===== src/rtl/weight_tile_masker_if.sv =====
// Stream bundle around the weight masker: raw words in, masked words out.
// master = upstream DMA plus downstream FIFO side, slave = the masker itself.
interface weight_tile_masker_if #(
  parameter int DW = 32
);
  logic          in_valid;
  logic [DW-1:0] in_data;
  logic          in_ready;
  logic          out_valid;
  logic [DW-1:0] out_data;
  logic          out_ready;

  modport master (
    output in_valid, in_data, out_ready,
    input  in_ready, out_valid, out_data
  );

  modport slave (
    input  in_valid, in_data, out_ready,
    output in_ready, out_valid, out_data
  );
endinterface


===== src/rtl/weight_tile_masker.sv =====
// Streams one TN x TM x K x K weight tile and zeroes words past the layer channel edges.
// Optional masked-word statistics (masked_cnt, tile_clean) under `WEIGHT_MASK_STATS_EN.
module weight_tile_masker #(
  parameter int CW = 16,
  parameter int DW = 32,
  parameter int K  = 3,
  parameter int TM = 16,
  parameter int TN = 16
) (
  input  logic                 clk,
  input  logic                 rst,
  input  logic                 start,
  input  logic [CW-1:0]        tile_base_m,
  input  logic [CW-1:0]        tile_base_n,
  input  logic [CW-1:0]        m_total,
  input  logic [CW-1:0]        n_total,
  weight_tile_masker_if.slave  bus,
  output logic                 busy,
  output logic                 tile_done,
  output logic [1:0]           dbg_state
`ifdef WEIGHT_MASK_STATS_EN
  ,
  output logic [CW-1:0]        masked_cnt,
  output logic                 tile_clean
`endif
);

  localparam int KW  = (K  > 1) ? $clog2(K)  : 1;
  localparam int TMW = (TM > 1) ? $clog2(TM) : 1;
  localparam int TNW = (TN > 1) ? $clog2(TN) : 1;

  typedef enum logic [1:0] {
    IDLE  = 2'd0,
    RUN   = 2'd1,
    DRAIN = 2'd2
  } state_t;

  state_t         state_q, state_d;
  logic [KW-1:0]  kx_q, kx_d, ky_q, ky_d;
  logic [TMW-1:0] tm_q, tm_d;
  logic [TNW-1:0] tn_q, tn_d;
  logic [CW-1:0]  base_m_q, base_m_d, base_n_q, base_n_d;
  logic [CW-1:0]  m_total_q, m_total_d, n_total_q, n_total_d;
  logic           out_valid_q, out_valid_d;
  logic [DW-1:0]  out_data_q, out_data_d;
  logic [CW-1:0]  masked_cnt_q, masked_cnt_d;

  logic           in_ready;
  logic           accept;
  logic           out_hs;
  logic           last_elem;
  logic           legal;
  logic [CW:0]    sum_m, sum_n;

  // Handshake: a word moves on a side when valid && ready are both high at the
  // rising edge; valid never waits on ready, and out_data holds while stalled.
  always_comb begin
    state_d      = state_q;
    kx_d         = kx_q;
    ky_d         = ky_q;
    tm_d         = tm_q;
    tn_d         = tn_q;
    base_m_d     = base_m_q;
    base_n_d     = base_n_q;
    m_total_d    = m_total_q;
    n_total_d    = n_total_q;
    out_valid_d  = out_valid_q;
    out_data_d   = out_data_q;
    masked_cnt_d = masked_cnt_q;

    in_ready  = (state_q == RUN) && (!out_valid_q || bus.out_ready);
    accept    = bus.in_valid && in_ready;
    out_hs    = out_valid_q && bus.out_ready;
    tile_done = (state_q == DRAIN) && out_hs;
    last_elem = (kx_q == KW'(K - 1)) && (ky_q == KW'(K - 1)) &&
                (tm_q == TMW'(TM - 1)) && (tn_q == TNW'(TN - 1));

    // One extra bit keeps base + offset from wrapping back under the total.
    sum_m = {1'b0, base_m_q} + (CW + 1)'(tm_q);
    sum_n = {1'b0, base_n_q} + (CW + 1)'(tn_q);
    legal = (sum_m < {1'b0, m_total_q}) && (sum_n < {1'b0, n_total_q});

    case (state_q)
      IDLE: begin
        if (start) begin
          state_d      = RUN;
          base_m_d     = tile_base_m;
          base_n_d     = tile_base_n;
          m_total_d    = m_total;
          n_total_d    = n_total;
          masked_cnt_d = '0;
        end
      end
      RUN: begin
        if (accept && last_elem) state_d = DRAIN;
      end
      DRAIN: begin
        if (out_hs) state_d = IDLE;
      end
      default: state_d = IDLE;
    endcase

    // kx innermost, then ky, tm, tn; all wrap to zero on the last element.
    if (accept) begin
      if (kx_q == KW'(K - 1)) begin
        kx_d = '0;
        if (ky_q == KW'(K - 1)) begin
          ky_d = '0;
          if (tm_q == TMW'(TM - 1)) begin
            tm_d = '0;
            if (tn_q == TNW'(TN - 1)) tn_d = '0;
            else                      tn_d = tn_q + 1'b1;
          end else begin
            tm_d = tm_q + 1'b1;
          end
        end else begin
          ky_d = ky_q + 1'b1;
        end
      end else begin
        kx_d = kx_q + 1'b1;
      end
    end

    if (accept) begin
      out_data_d  = legal ? bus.in_data : '0;
      out_valid_d = 1'b1;
      if (!legal && (masked_cnt_q != '1)) masked_cnt_d = masked_cnt_q + 1'b1;
    end else if (bus.out_ready) begin
      out_valid_d = 1'b0;
    end
  end

  always_ff @(posedge clk) begin
    if (rst) begin
      state_q      <= IDLE;
      kx_q         <= '0;
      ky_q         <= '0;
      tm_q         <= '0;
      tn_q         <= '0;
      base_m_q     <= '0;
      base_n_q     <= '0;
      m_total_q    <= '0;
      n_total_q    <= '0;
      out_valid_q  <= 1'b0;
      out_data_q   <= '0;
      masked_cnt_q <= '0;
    end else begin
      state_q      <= state_d;
      kx_q         <= kx_d;
      ky_q         <= ky_d;
      tm_q         <= tm_d;
      tn_q         <= tn_d;
      base_m_q     <= base_m_d;
      base_n_q     <= base_n_d;
      m_total_q    <= m_total_d;
      n_total_q    <= n_total_d;
      out_valid_q  <= out_valid_d;
      out_data_q   <= out_data_d;
      masked_cnt_q <= masked_cnt_d;
    end
  end

  assign bus.in_ready  = in_ready;
  assign bus.out_valid = out_valid_q;
  assign bus.out_data  = out_data_q;
  assign busy          = (state_q != IDLE);
  assign dbg_state     = state_q;

`ifdef WEIGHT_MASK_STATS_EN
  assign masked_cnt = masked_cnt_q;
  assign tile_clean = tile_done && (masked_cnt_q == '0);
`endif

endmodule


===== src/flat_wrapper.sv =====
// flat-port wrapper written by rule: the top's interface ports become plain ports
module weight_tile_masker_flat 
#(
  parameter int CW = 16,
  parameter int DW = 32,
  parameter int K  = 3,
  parameter int TM = 16,
  parameter int TN = 16
)
  (clk, rst, start, tile_base_m, tile_base_n, m_total, n_total, busy, tile_done, dbg_state, bus_in_valid, bus_in_data, bus_out_ready, bus_in_ready, bus_out_valid, bus_out_data);
  weight_tile_masker_if #(.DW(DW)) bus_i ();
  input  logic clk;
  input  logic rst;
  input  logic start;
  input  logic [CW-1:0] tile_base_m;
  input  logic [CW-1:0] tile_base_n;
  input  logic [CW-1:0] m_total;
  input  logic [CW-1:0] n_total;
  output logic busy;
  output logic tile_done;
  output logic [1:0] dbg_state;
  input wire logic [$bits(bus_i.in_valid)-1:0] bus_in_valid;
  input wire logic [$bits(bus_i.in_data)-1:0] bus_in_data;
  input wire logic [$bits(bus_i.out_ready)-1:0] bus_out_ready;
  output wire logic [$bits(bus_i.in_ready)-1:0] bus_in_ready;
  output wire logic [$bits(bus_i.out_valid)-1:0] bus_out_valid;
  output wire logic [$bits(bus_i.out_data)-1:0] bus_out_data;
  assign bus_i.in_valid = bus_in_valid;
  assign bus_i.in_data = bus_in_data;
  assign bus_i.out_ready = bus_out_ready;
  assign bus_in_ready = bus_i.in_ready;
  assign bus_out_valid = bus_i.out_valid;
  assign bus_out_data = bus_i.out_data;
  weight_tile_masker #(.CW(CW), .DW(DW), .K(K), .TM(TM), .TN(TN)) u_core (.clk(clk), .rst(rst), .start(start), .tile_base_m(tile_base_m), .tile_base_n(tile_base_n), .m_total(m_total), .n_total(n_total), .bus(bus_i), .busy(busy), .tile_done(tile_done), .dbg_state(dbg_state));
endmodule

===== config.mk =====
export PLATFORM = sky130hd
export DESIGN_NAME = weight_tile_masker_flat
export DESIGN_NICKNAME = d
export VERILOG_FILES = /design/src/rtl/weight_tile_masker_if.sv /design/src/rtl/weight_tile_masker.sv /design/src/flat_wrapper.sv
export SDC_FILE = /design/constraint.sdc
export NUM_CORES = 1
export LEC_CHECK = 0
export ABC_CLOCK_PERIOD_IN_PS = 3300
export CAP_MARGIN = 10
export CELL_PAD_IN_SITES_DETAIL_PLACEMENT = 0
export CELL_PAD_IN_SITES_GLOBAL_PLACEMENT = 1
export CORE_UTILIZATION = 42
export DETAILED_ROUTE_END_ITERATION = 10
export DONT_BUFFER_PORTS = 1
export PLACE_DENSITY = 0.74
export SYNTH_ARGS = -nofsm -noshare
export SYNTH_HDL_FRONTEND = slang
export SYNTH_SLANG_ARGS = --single-unit
export TNS_END_PERCENT = 20

===== constraint.sdc =====
create_clock -name clk -period 3.3 [get_ports clk]
set_input_delay 0.66 -clock clk [delete_from_list [all_inputs] [get_ports clk]]
set_output_delay 0.66 -clock clk [all_outputs]
set_load 0.005 [all_outputs]

==> flow_metrics.env <==
export IMPL_fill_cells=1291
export IMPL_hold_viol_final=0
export IMPL_max_freq_ghz=0.296
export IMPL_final_net_count=850
export IMPL_place_ws_ns=-0.251
export IMPL_synth_xor_area_share_pct=4.87
export IMPL_violations="setup timing"
export IMPL_r2r_start="u_core.base_n_q[0]$_SDFFE_PP0P_"
export IMPL_overflow=0
export IMPL_ios=139
export IMPL_first_global_vias=4553
export IMPL_dp_hpwl_mm=9.71
export IMPL_r2r_cells=16
export IMPL_avgSynthCellArea_um2=8.11
export IMPL_synth_compound_area_share_pct=19.9
export IMPL_regArea_um2=2220
export IMPL_rsz0062_at_grt="yes"
export IMPL_antenna_found_initial=0
export IMPL_ys_ff_latch=111
export IMPL_ys_warnings_count=0
export IMPL_crit_start="u_core.base_n_q[0]$_SDFFE_PP0P_"
export IMPL_die_w_um=119
export IMPL_synthMuxAreaShare_pct=0.522
export IMPL_cp_max_fo=8
export IMPL_clk_path_buf_depth=2
export IMPL_synth_top_family_by_area="simple AND/OR/NAND/NOR gates"
export IMPL_die_y_um=119
export IMPL_p_sw_share_pct=27.8
export IMPL_end_kind="register"
export IMPL_hold_class="in2reg"
export IMPL_min_from="rst"
export IMPL_drive_above_1_share_pct=13.8
export IMPL_syn_nets=853
export IMPL_gr_usage_met1_pct=24.3
export IMPL_die_area_um2=14200
export IMPL_critPathKind="reg2reg"
export IMPL_pwr_density_cell_nw_per_um2=472
export IMPL_cts_tree="built"
export IMPL_r2r_slack_ns=-0.08
export IMPL_ir_drop_v=0.000260
export IMPL_busiest_layer="met2"
export IMPL_ys_flop_type="dfxtp_1"
export IMPL_cts_buffers=9
export IMPL_stdcell_area_um2=6510
export IMPL_drc_errors=0
export IMPL_syn_instance_count=710
export IMPL_htreeDepth=3
export IMPL_layout_setup_ws_ns=-0.0817
export IMPL_tns_ns=-1.88
export IMPL_synth_edff_count=0
export IMPL_worst_pin_slew_ns=0.849
export IMPL_diodes=0
export IMPL_rows=42
export IMPL_synth_cell_type_count=48
export IMPL_multiInputGateArea_um2=3320
export IMPL_initial_core_util_pct=43.3
export IMPL_period_share_pct=102
export IMPL_slew_viol_final=0
export IMPL_status="finished, violations left"
export IMPL_ant_nets=0
export IMPL_vias=4654
export IMPL_synthSimpleGateAreaFrac_pct=20.5
export IMPL_routed_wl_mm=13.6
export IMPL_critical_path_startpoint_type="register"
export IMPL_synthAdderAreaFrac_pct=9.39
export IMPL_pwr_share_clk_pct=34.9
export IMPL_insertion_delay_ns=0.35
export IMPL_p_switching_uw=855
export IMPL_vias_per_cell=5.24
export IMPL_leakagePower_nw=2.53
export IMPL_fin_total_pwr_mw=3.07
export IMPL_synthToLayoutAreaGrowth_pct=13.1
export IMPL_cp_required_ns=3.56
export IMPL_hold_depth=1
export IMPL_portBuffers=0
export IMPL_grt_pass1_wl_mm=22.1
export IMPL_path_clk_slew_ns=0.07
export IMPL_drt_iter0_drc=220
export IMPL_seqPwrFrac_pct=47.3
export IMPL_firstDrtPassIters=5
export IMPL_clock_sinks=111
export IMPL_p_comb_share_pct=17.8
export IMPL_p_int_mw=2.22
export IMPL_setup_viol=32
export IMPL_clockRootBuffer="clkbuf_16"
export IMPL_timing_rr_end="u_core.bus.out_data[22]$_SDFFE_PP0P_"
export IMPL_coreArea_um2=13300
export IMPL_cap_violations=0
export IMPL_arrival_ns=3.64
export IMPL_fin_crit_ns=3.38
export IMPL_cts_hold_buf=0
export IMPL_detail_route_wl_per_cell_um=15.3
export IMPL_grt_max_degree=82
export IMPL_gp_congestion=0.837
export IMPL_fin_skew_ns=0.00880
export IMPL_netlist_area_um2=5760
export IMPL_ys_seq_area_share_pct=38.6
export IMPL_min_to="u_core.base_m_q[15]$_SDFFE_PP0P_"
export IMPL_grt_use_total_pct=19.5
export IMPL_place_area_um2=5970
export IMPL_grt_util_met2_pct=33.5
export IMPL_slew_headroom_pct=43.4
export IMPL_async_flop_share_pct=0
export IMPL_use_met3_pct=4.21
## worst max-delay path by stage
stage / end / slack, ns / depth (start not counted)
6_report: u_core.bus.out_data[22]$_SDFFE_PP0P_ / -0.08 / 16
3_5_place_dp: u_core.bus.out_data[17]$_SDFFE_PP0P_ / -0.25 / 15
2_1_floorplan: u_core.bus.out_data[11]$_SDFFE_PP0P_ / 0.09 / 14
4_1_cts: u_core.bus.out_data[12]$_SDFFE_PP0P_ / -0.13 / 14
5_1_grt: u_core.bus.out_data[13]$_SDFFE_PP0P_ / -0.25 / 15
3_3_place_gp: u_core.bus.out_data[31]$_SDFFE_PP0P_ / -0.16 / 15
## synthesized netlist by cell type, types with 2 or more instances
master	n	area share, %
nor2_1	22	1.4
clkbuf_1	28	1.8
nor3b_1	7	0.91
buf_6	6	1.2
and4_1	2	0.30
a21oi_1	86	7.5
or3_1	2	0.22
mux2i_1	3	0.52
dfxtp_1	111	39
and2_1	4	0.43
fa_1	2	0.70
buf_1	2	0.13
xor2_1	18	2.7
a21o_1	8	1.0
o31ai_2	15	3.3
a2111oi_4	2	0.96
nand2b_1	7	0.76
nand2_1	182	12
ha_1	40	8.7
nor2b_1	2	0.22
nor3_1	10	0.87
inv_1	44	2.9
nand4_1	3	0.33
o31ai_1	17	2.2
o21ai_0	39	3.4
xnor2_1	14	2.1
and3_1	2	0.22
nand3_1	9	0.78
o211ai_1	2	0.26
or2_2	3	0.33
## cell usage in the layout, fill, tap and decap left out, types with 17 or more instances in the layout
master,n
nand2_1,180
dfxtp_1,109
a21oi_1,83
inv_1,43
ha_1,38
o21ai_0,36
o31ai_2,22
nor2_1,20
xor2_1,18
buf_4,17
## logic make-up after synthesis
| group | Yosys count |
|---|---|
| AO/OA/AOI/OAI | 175 |
| XOR/XNOR | 32 |
| adder cells (fa/ha/maj) | 42 |
| buffers and inverters | 82 |
| flip-flops | 111 |
| multiplexers | 3 |
| AND/OR/NAND/NOR | 265 |
## metal layers
metal  vias to the layer above  part of all wire (%)
met1                      2187                    46
li1                       2387                     -
met3                        10                   3.9
met2                        70                    49
met5                         -                     0
met4                         0                   1.2
## power groups by stage
stage	Sequential, mW	Clock (mW)	Combinational, mW
after floorplan	1.47	0	0.345
after global placement	1.48	0	0.405
after detailed placement	1.48	0	0.420
after CTS	1.45	1.11	0.504
after global routing	1.46	1.17	0.605
final	1.45	1.07	0.548
## final cells by class
class,instances,area share [%]
clock buffer,12,4.09
clock inverter,4,0.423
inverter,44,2.54
multi-input combinational,517,51.0
sequential,111,34.2
tap,176,3.38
timing repair buffer,24,4.36
## sequential cells by signal, indices dropped and copies added (netlist names)
name                  cells
u_core.base_m_q          16
u_core.base_n_q          16
u_core.bus.out_data      32
u_core.bus.out_valid      1
u_core.dbg_state          2
u_core.kx_q               2
u_core.ky_q               2
u_core.m_total_q         16
u_core.n_total_q         16
u_core.tm_q               4
u_core.tn_q               4
## timing repair
| item | CTS | global route |
|---|---|---|
| cloned | 2 | 1 |
| resized for setup | 13 | 23 |
| setup buffers | 1 | 2 |
| endpoints found under the setup margin | 32 | 32 |
| pin swaps | 0 | 6 |
## stage by stage
step | util (%) | hold WS (ns) | cells
floorplan | - | 0.436 | 710
global placement | 44.9 | 0.439 | 866
detailed placement | 44.9 | 0.445 | 866
CTS | 48.1 | 0.353 | 885
global route | 49.0 | 0.349 | 888
finish | 49.0 | 0.366 | 888
## worst max-delay path, cell delays in order (launching register included)
cell and delay [ns]:
dfxtp_2 0.35, ha_4 0.14, inv_2 0.03, fa_2 0.34
nand2b_4 0.17, a2111oi_4 0.39, buf_4 0.19, nand4_1 0.11
xnor2_1 0.19, ha_1 0.25, nand4_1 0.12, a21oi_2 0.07
a221oi_4 0.22, o2111ai_4 0.19, buf_4 0.18, buf_12 0.14
o31ai_1 0.22
(Power assumes the default switching activity.)
